File: src/rtl/ifetch_pkg.sv
// Shared types and defaults for the instruction fetch unit.
// Fetch entries pair an instruction with the pc it was fetched from.
package ifetch_pkg;

  localparam logic [31:0] RESET_PC_DEF = 32'h8000_0000;
  localparam int          DEPTH_DEF    = 2;

  typedef struct packed {
    logic [31:0] pc;
    logic [31:0] inst;
  } fetch_entry_t;

endpackage

File: src/rtl/fetch_fifo.sv
// Fetch queue between instruction memory responses and decode.
// Head is presented combinationally; flush empties the queue.
module fetch_fifo
  import ifetch_pkg::*;
#(
  parameter int DEPTH = DEPTH_DEF
) (
  input  logic                       clk,
  input  logic                       rst,
  input  logic                       push,
  input  logic                       pop,
  input  logic                       flush,
  input  fetch_entry_t               wdata,
  output fetch_entry_t               rdata,
  output logic [$clog2(DEPTH):0]     count,
  output logic                       full,
  output logic                       empty
);

  localparam int AW = $clog2(DEPTH);
  localparam int CW = AW + 1;

  fetch_entry_t  mem [DEPTH];
  logic [AW-1:0] wr_ptr;
  logic [AW-1:0] rd_ptr;
  logic          do_push;
  logic          do_pop;

  assign empty   = (count == '0);
  assign full    = (count == CW'(DEPTH));
  assign rdata   = mem[rd_ptr];
  assign do_push = push && !flush;
  assign do_pop  = pop && !empty && !flush;

  always_ff @(posedge clk or posedge rst) begin
    if (rst) begin
      wr_ptr <= '0;
      rd_ptr <= '0;
      count  <= '0;
      for (int i = 0; i < DEPTH; i++)
        mem[i] <= '0;
    end else if (flush) begin
      wr_ptr <= '0;
      rd_ptr <= '0;
      count  <= '0;
    end else begin
      if (do_push) begin
        mem[wr_ptr] <= wdata;
        wr_ptr      <= wr_ptr + AW'(1);
      end
      if (do_pop)
        rd_ptr <= rd_ptr + AW'(1);
      unique case ({do_push, do_pop})
        2'b10:   count <= count + CW'(1);
        2'b01:   count <= count - CW'(1);
        default: ;
      endcase
    end
  end

endmodule

File: src/rtl/ifetch.sv
// Instruction fetch: pc generation, request credit and
// dropping of stale responses after a redirect.
module ifetch
  import ifetch_pkg::*;
#(
  parameter logic [31:0] RESET_PC = RESET_PC_DEF,
  parameter int          DEPTH    = DEPTH_DEF
) (
  input  logic        clk,
  input  logic        rst,
  output logic        imem_req_valid,
  input  logic        imem_req_ready,
  output logic [31:0] imem_req_addr,
  input  logic        imem_resp_valid,
  input  logic [31:0] imem_resp_data,
  input  logic        redirect_valid,
  input  logic [31:0] redirect_pc,
  output logic        inst_valid,
  input  logic        inst_ready,
  output logic [31:0] inst,
  output logic [31:0] inst_pc
);

  localparam int          CW    = $clog2(DEPTH) + 1;
  localparam logic [CW:0] LIMIT = (CW+1)'(DEPTH);

  logic [31:0]   fetch_pc;
  logic [31:0]   resp_pc;
  logic [31:0]   target;
  logic [CW-1:0] outstanding;
  logic [CW-1:0] drop_cnt;
  logic [CW-1:0] count;
  logic [CW:0]   used;
  logic          run;
  logic          req_fire;
  logic          push;
  logic          pop;
  logic          full;
  logic          empty;
  fetch_entry_t  head;
  fetch_entry_t  wentry;

  assign target   = redirect_pc & 32'hFFFF_FFFC;
  assign used     = {1'b0, count} + {1'b0, outstanding};

  // run holds requests off until the first edge after reset
  assign imem_req_valid = run && !redirect_valid && (used < LIMIT);
  assign imem_req_addr  = fetch_pc;
  assign req_fire       = imem_req_valid && imem_req_ready;

  assign pop    = !empty && inst_ready;
  assign push   = imem_resp_valid && !redirect_valid &&
                  (drop_cnt == '0) && (!full || pop);
  assign wentry = '{pc: resp_pc, inst: imem_resp_data};

  assign inst_valid = !empty;
  assign inst       = head.inst;
  assign inst_pc    = head.pc;

  always_ff @(posedge clk or posedge rst) begin
    if (rst) begin
      run         <= 1'b0;
      fetch_pc    <= RESET_PC;
      resp_pc     <= RESET_PC;
      outstanding <= '0;
      drop_cnt    <= '0;
    end else begin
      run         <= 1'b1;
      outstanding <= outstanding + CW'(req_fire)
                   - CW'(imem_resp_valid);
      if (redirect_valid) begin
        fetch_pc <= target;
        resp_pc  <= target;
        drop_cnt <= outstanding - CW'(imem_resp_valid);
      end else begin
        if (req_fire)
          fetch_pc <= fetch_pc + 32'd4;
        if (push)
          resp_pc <= resp_pc + 32'd4;
        if (imem_resp_valid && (drop_cnt != '0))
          drop_cnt <= drop_cnt - CW'(1);
      end
    end
  end

  fetch_fifo #(
    .DEPTH (DEPTH)
  ) u_fifo (
    .clk   (clk),
    .rst   (rst),
    .push  (push),
    .pop   (pop),
    .flush (redirect_valid),
    .wdata (wentry),
    .rdata (head),
    .count (count),
    .full  (full),
    .empty (empty)
  );

endmodule

File: config.mk
export PLATFORM = sky130hd
export DESIGN_NAME = ifetch
export DESIGN_NICKNAME = d
export VERILOG_FILES = /design/src/rtl/ifetch_pkg.sv /design/src/rtl/fetch_fifo.sv /design/src/rtl/ifetch.sv
export SDC_FILE = /design/constraint.sdc
export NUM_CORES = 1
export LEC_CHECK = 0
export CORE_MARGIN = 5
export CORE_UTILIZATION = 50
export CTS_CLUSTER_SIZE = 14
export DETAILED_ROUTE_END_ITERATION = 10
export PLACE_DENSITY_LB_ADDON = 0.15
export SETUP_SLACK_MARGIN = 0.15
export SYNTH_ARGS = -nofsm -noshare
export SYNTH_HDL_FRONTEND = slang
export SYNTH_HIERARCHICAL = 1
export SYNTH_SLANG_ARGS = --single-unit
File: constraint.sdc
create_clock -name clk -period 4.75 [get_ports clk]
set_input_delay 0.475 -clock clk [delete_from_list [all_inputs] [get_ports clk]]
set_output_delay 0.475 -clock clk [all_outputs]
set_load 0.03 [all_outputs]
# ---- Word-level counts from Yosys, hierarchy flattened
# Index checks and enable logic that the tools add are counted.
dict set report totals {
  ff_bits 201
  inputBits 70
  output_inout_bits 98
  elab_cells 77
}
dict set report classes {
  n_addsub 11
  magnitude_cmp 4
  eq_ne 3
  mux 18
  bitwise 3
  n_reduce_logical 26
}
# operator n
set ops {}
lappend ops {{64-bit 2-to-1 mux} 4}
lappend ops {{128-bit bitwise mux} 1}
lappend ops {{32-bit 2-to-1 mux} 4}
lappend ops {{32-bit by 3-bit adder with 32-bit output, second input constant} 2}
lappend ops {{64-bit demux with 1-bit select} 1}
lappend ops {{1-bit logical AND} 12}
lappend ops {{2-bit nonzero test} 6}
lappend ops {{2-bit 2-to-1 mux} 3}
lappend ops {{2-bit equality test, second input constant} 2}
lappend ops {{2-bit greater-or-equal comparator, second input constant} 2}
lappend ops {{2-bit zero test} 2}
lappend ops {{1-bit 2-to-1 mux} 4}
lappend ops {{1-bit inverter with 2-bit output} 2}
lappend ops {{2-bit one-hot mux with 2 select lines} 1}
lappend ops {{2-bit by 1-bit subtractor with 2-bit output} 2}
lappend ops {{2-bit by 1-bit subtractor with 2-bit output, second input constant} 2}
lappend ops {{2-bit by 2-bit adder with 3-bit output} 1}
lappend ops {{1-bit zero test} 3}
lappend ops {{3-bit by 2-bit < comparator with 1-bit output, second input constant} 1}
lappend ops {{3-bit nonzero test} 1}
lappend ops {{1-bit adder, second input constant} 2}
lappend ops {{2-bit by 1-bit adder with 2-bit output} 1}
lappend ops {{2-bit by 1-bit adder with 2-bit output, second input constant} 1}
lappend ops {{2-bit by 1-bit equality test with 1-bit output, second input constant} 1}
lappend ops {{other kinds (4)} 4}

# ---- Longest topological paths before layout
dict set report logic_depth {
  ltp_word 9
  mapped_depth 12
  ltp_nobuf 10
}

# ---- Modules after synthesis
# Netlist, hierarchy kept.
# mod instances cells_per_inst area_each_um2 seq_area_each_um2
set by_module_without_submodules {}
lappend by_module_without_submodules {fetch_fifo 1 363 6057.1 3303.2}
lappend by_module_without_submodules {ifetch 1 419 3732.3 1629.1}

# ---- Least setup slack after synthesis
# Ideal clock, no wire load.
dict set report synth_path {
  path_kind {register -> register}
  from {register u_fifo.count[0]}
  to {register outstanding[1]}
  setup_ns 0.123
  arrival_ns 2.915
  required_ns 4.627
  slack_ns 1.712
  path_stages_with_launch 13
  n_path_buf 2
  synth_period_minus_slack_ns 3.038
  cell_sequence {dfrtp_1 > and2_1 > fa_1 > or4b_4 > nor2_1 > inv_1 > clkbuf_1 > buf_1 > ha_1 > inv_1 > ha_1 > xnor2_1 > xnor2_1}
}
dict set report synth_via {
  elab_chain_cells 6
}
# element line_no
set synth_lines {}
lappend synth_lines {{from (decl)} fetch_fifo.sv:15} ;# output logic [$clog2(DEPTH):0] count,
lappend synth_lines {{from (signal assigned)} fetch_fifo.sv:54} ;# 2'b10: count <= count + CW'(1);
lappend synth_lines {{from (signal assigned)} fetch_fifo.sv:55} ;# 2'b01: count <= count - CW'(1);
lappend synth_lines {{2-bit by 2-bit adder with 3-bit output} ifetch.sv:44} ;# assign used = {1'b0, count} + {1'b0, outstanding};
lappend synth_lines {{3-bit by 2-bit < comparator with 1-bit output} ifetch.sv:47} ;# assign imem_req_valid = run && !redirect_valid && (used < LIMIT);
lappend synth_lines {{1-bit logical AND} ifetch.sv:47}
lappend synth_lines {{1-bit logical AND} ifetch.sv:49} ;# assign req_fire = imem_req_valid && imem_req_ready;
lappend synth_lines {{2-bit by 1-bit adder with 2-bit output} ifetch.sv:69} ;# outstanding <= outstanding + CW'(req_fire)
lappend synth_lines {{2-bit by 1-bit subtractor with 2-bit output} ifetch.sv:70} ;# - CW'(imem_resp_valid);
lappend synth_lines {{to (signal assigned)} ifetch.sv:69}
lappend synth_lines {{to (decl)} ifetch.sv:30} ;# logic [CW-1:0] outstanding;
# Every way passes these cells.
# A chain may end at the register's enable or synchronous reset.

# ---- Worst setup path in the final report
dict set report layout_path {
  from {register u_fifo.count[0]}
  to {output port imem_req_valid}
}
dict set report layout_via {
  elab_chain_cells 3
}
# element line_no
set layout_lines {}
lappend layout_lines {{2-bit by 2-bit adder with 3-bit output} ifetch.sv:44}
lappend layout_lines {{3-bit by 2-bit < comparator with 1-bit output} ifetch.sv:47}
lappend layout_lines {{1-bit logical AND} ifetch.sv:47}
lappend layout_lines {{to (decl)} ifetch.sv:11} ;# output logic imem_req_valid,
# Every way passes these cells.

==> results_dict.tcl <==
set metrics [dict create \
    dieArea_sq_um 22500 \
    hold_slack_ps 504 \
    routed_wl_mm 21.8 \
    worst_slack_ps 1440 \
    io_pins 168 \
    nNetsFinal 1021 \
    crit_required_ps 4280 \
    fin_tns_setup_ps 0 \
    dpl.hpwl_mm 15.0 \
    arrival_ps 2830 \
    status "complete, no violations" \
    worstPathCellList "and2_1, fa_1, or4b_4, inv_1, clkdlybuf4s50_1" \
    critical_path_class "reg2out" \
    clock_latency_ps 430 \
    initial_core_util_pct 50.5 \
    cpPeakStageDelay_ps 680 \
    grt_max_degree 76 \
    synth_area_sq_um 9790 \
    hold_viol 0 \
    synth_seq_cells 197 \
    drtIter0Drc 268 \
    vias_per_cell 5.45 \
    fin_crit_sh_pct 69.6 \
    worstHoldStart "u_fifo/mem[119]$_DFFE_PP0P_" \
    r2r_cells 9 \
    maxSlewViolCount 0 \
    final_cell_mix "dfrtp_1, clkdlybuf4s50_1, mux2_2, mux2_4, nand2_1" \
    cts_tree "done" \
    worst_pin_slew_ps 898 \
    first_pass_iters 5 \
    cts.path.max_buffers 2 \
    worstHoldPathType "reg2reg" \
    areaGrowthSynthToFinish_pct 24.7 \
    ys_warn_count 6 \
    core_area_sq_um 19400 \
    grt_util_all_layers_pct 19.8 \
    post_cts_buffers 0 \
    ys.flop_type "dfrtp_1" \
    grt_antenna_before_repair 0 \
    cts.sinks 197 \
    powerDensity_nw_per_um2 516 \
    worstReg2RegEnd "imem_req_addr[27]$_DFFE_PP0P_" \
    gp_congestion 0.865 \
    period_minus_slack_ps 3310 \
    clock_skew_ps 13.4 \
    die_h_microns 150 \
    avgSynthCellArea_sq_um 12.5 \
    vdd_drop_max_uv 309 \
    worstSetupStartpointType "register" \
    grt_pass1_wl_mm 35.6 \
    cp_slowest_cell "clkdlybuf4s50_1" \
    cts_buffers 17 \
    min_to "u_fifo/mem[119]$_DFFE_PP0P_" \
    htree_levels 4 \
    drv_cap 0 \
    clkTransAtPathRegs_ps 70 \
    synthArstFlopShare_pct 100 \
    drive_gt1_share_pct 26.2 \
    reg2reg_slack_ps 1540 \
    setup-violations-final 0 \
    holdBufCountCts 0 \
    r2r_start "u_fifo/count[0]$_DFFE_PP0P_" \
    leakage_nw 5.38 \
    ys_types 58 \
    io_buffers 163 \
    multi_input_area_sq_um 4490 \
    rows 51 \
    placedInstanceArea_sq_um 11600 \
    crit_family "buffers and inverters" \
    cts_resized 0 \
    ys_seq_area_share_pct 50.4 \
    cp-startpoint "u_fifo/count[0]$_DFFE_PP0P_" \
    ant_nets 0 \
    regArea_sq_um 4930 \
    utilization_pct 62.9 \
    remaining_drc_errors 0 \
    hold_depth 1 \
    crit_buf_inv 2 \
    crit_path_end_kind "output port" \
    place_ws_ps 1380 \
    max_slew_margin_pct 40.1 \
    fmax_ghz 0.302 \
    vias 6663 \
    synth_edf_count 0 \
    root_buffer "clkbuf_16" \
    final_common_cell "dfrtp_1" \
    dieWidth_microns 150 \
    gr-total-overflow 0 \
    rsz0062_at_grt "no" \
    routedWlPerCell_microns 17.8 \
    fillers 1619 \
    grt_pass1_vias 6815 \
    stdcell_area_sq_um 12200 \
    cp_max_fo 7 \
    syn_inst 782 \
    diodes 0 \
]
-- final cells by class --
| type | count | area share, % |
|---|---|---|
| clock buffers | 21 | 3.85 |
| clock inverters | 11 | 1.22 |
| inverters | 18 | 0.574 |
| multi-input cells | 533 | 36.8 |
| flip-flops and latches | 197 | 40.4 |
| well taps | 265 | 2.72 |
| repair buffers | 177 | 14.4 |
-- cells in the mapped netlist (all sizes together), types with 11 or more instances --
library cell,instances,area (sq um)
and2,11,68.8
buf,24,258
clkbuf,15,56.3
dfrtp,195,4880
inv,17,63.8
mux2,193,2400
nand2,59,221
nand3,24,120
nand4,25,156
nor2,25,110
o211ai,13,97.6
o21ai,47,235
o311ai,12,105
xor2,24,210
-- worst reg2reg max path, cell delays in order, from the launching register on --
cell     delay, ps
dfrtp_1        450
and2_1         200
fa_1           430
or4b_4         540
nor2_1         100
buf_4          220
inv_1          210
buf_4          260
or4b_2         650
nand3_1         80
-- through the flow --
step                power, mW  cells
finish                   6.29   1222
floorplan                3.95    787
CTS                      6.35   1222
global placement         4.80   1190
detailed placement       4.84   1190
global route             6.62   1222
-- report_power, final --
| part | internal [mW] | leakage (nW) | switching (mW) |
|---|---|---|---|
| Clock | 0.873 | 0.296 | 0.624 |
| Sequential | 2.13 | 2.51 | 0.293 |
| Combinational | 1.21 | 2.57 | 1.16 |
-- cell families (layout without fill, tap and decap cells) --
family	after synthesis	in the layout	share of synthesized area (%)
AO/OA/AOI/OAI	103	103	6.75
multiplexers	198	198	25.0
AND/OR/NAND/NOR	184	184	9.87
buffers and inverters	57	227	3.90
XOR/XNOR	34	34	3.04
other	2	7	0.0767
flip-flops	197	197	50.4
adder cells (fa/ha/maj)	7	7	0.971
-- sequential cells by signal, summed over array words and instances (netlist names) --
signal / cells
u_fifo/mem: 128
imem_req_addr: 30
resp_pc: 30
drop_cnt: 2
outstanding: 2
u_fifo/count: 2
run: 1
u_fifo/rd_ptr: 1
u_fifo/wr_ptr: 1
-- how the worst max path moves through the flow --
| stage | to | slack (ps) | cells after the start |
|---|---|---|---|
| finish | imem_req_valid | 1440 | 5 |
| global route | imem_req_valid | 1310 | 5 |
| CTS | imem_req_valid | 1430 | 5 |
| detailed placement | u_fifo/mem[71]$_DFFE_PP0P_ | 1380 | 8 |
| global placement | u_fifo/mem[71]$_DFFE_PP0P_ | 1400 | 8 |
| floorplan | u_fifo/count[0]$_DFFE_PP0P_ | 750 | 1 |
-- per-layer routing --
metal / global-route usage (%) / vias to the layer above / share of wire (%)
li1: - / 3150 / -
met1: 29.1 / 3304 / 49
met2: 29.7 / 195 / 44
met3: 4.78 / 14 / 5.9
met4: 4.99 / 0 / 1.1
met5: 0 / - / 0
(Power assumes the default switching activity.)
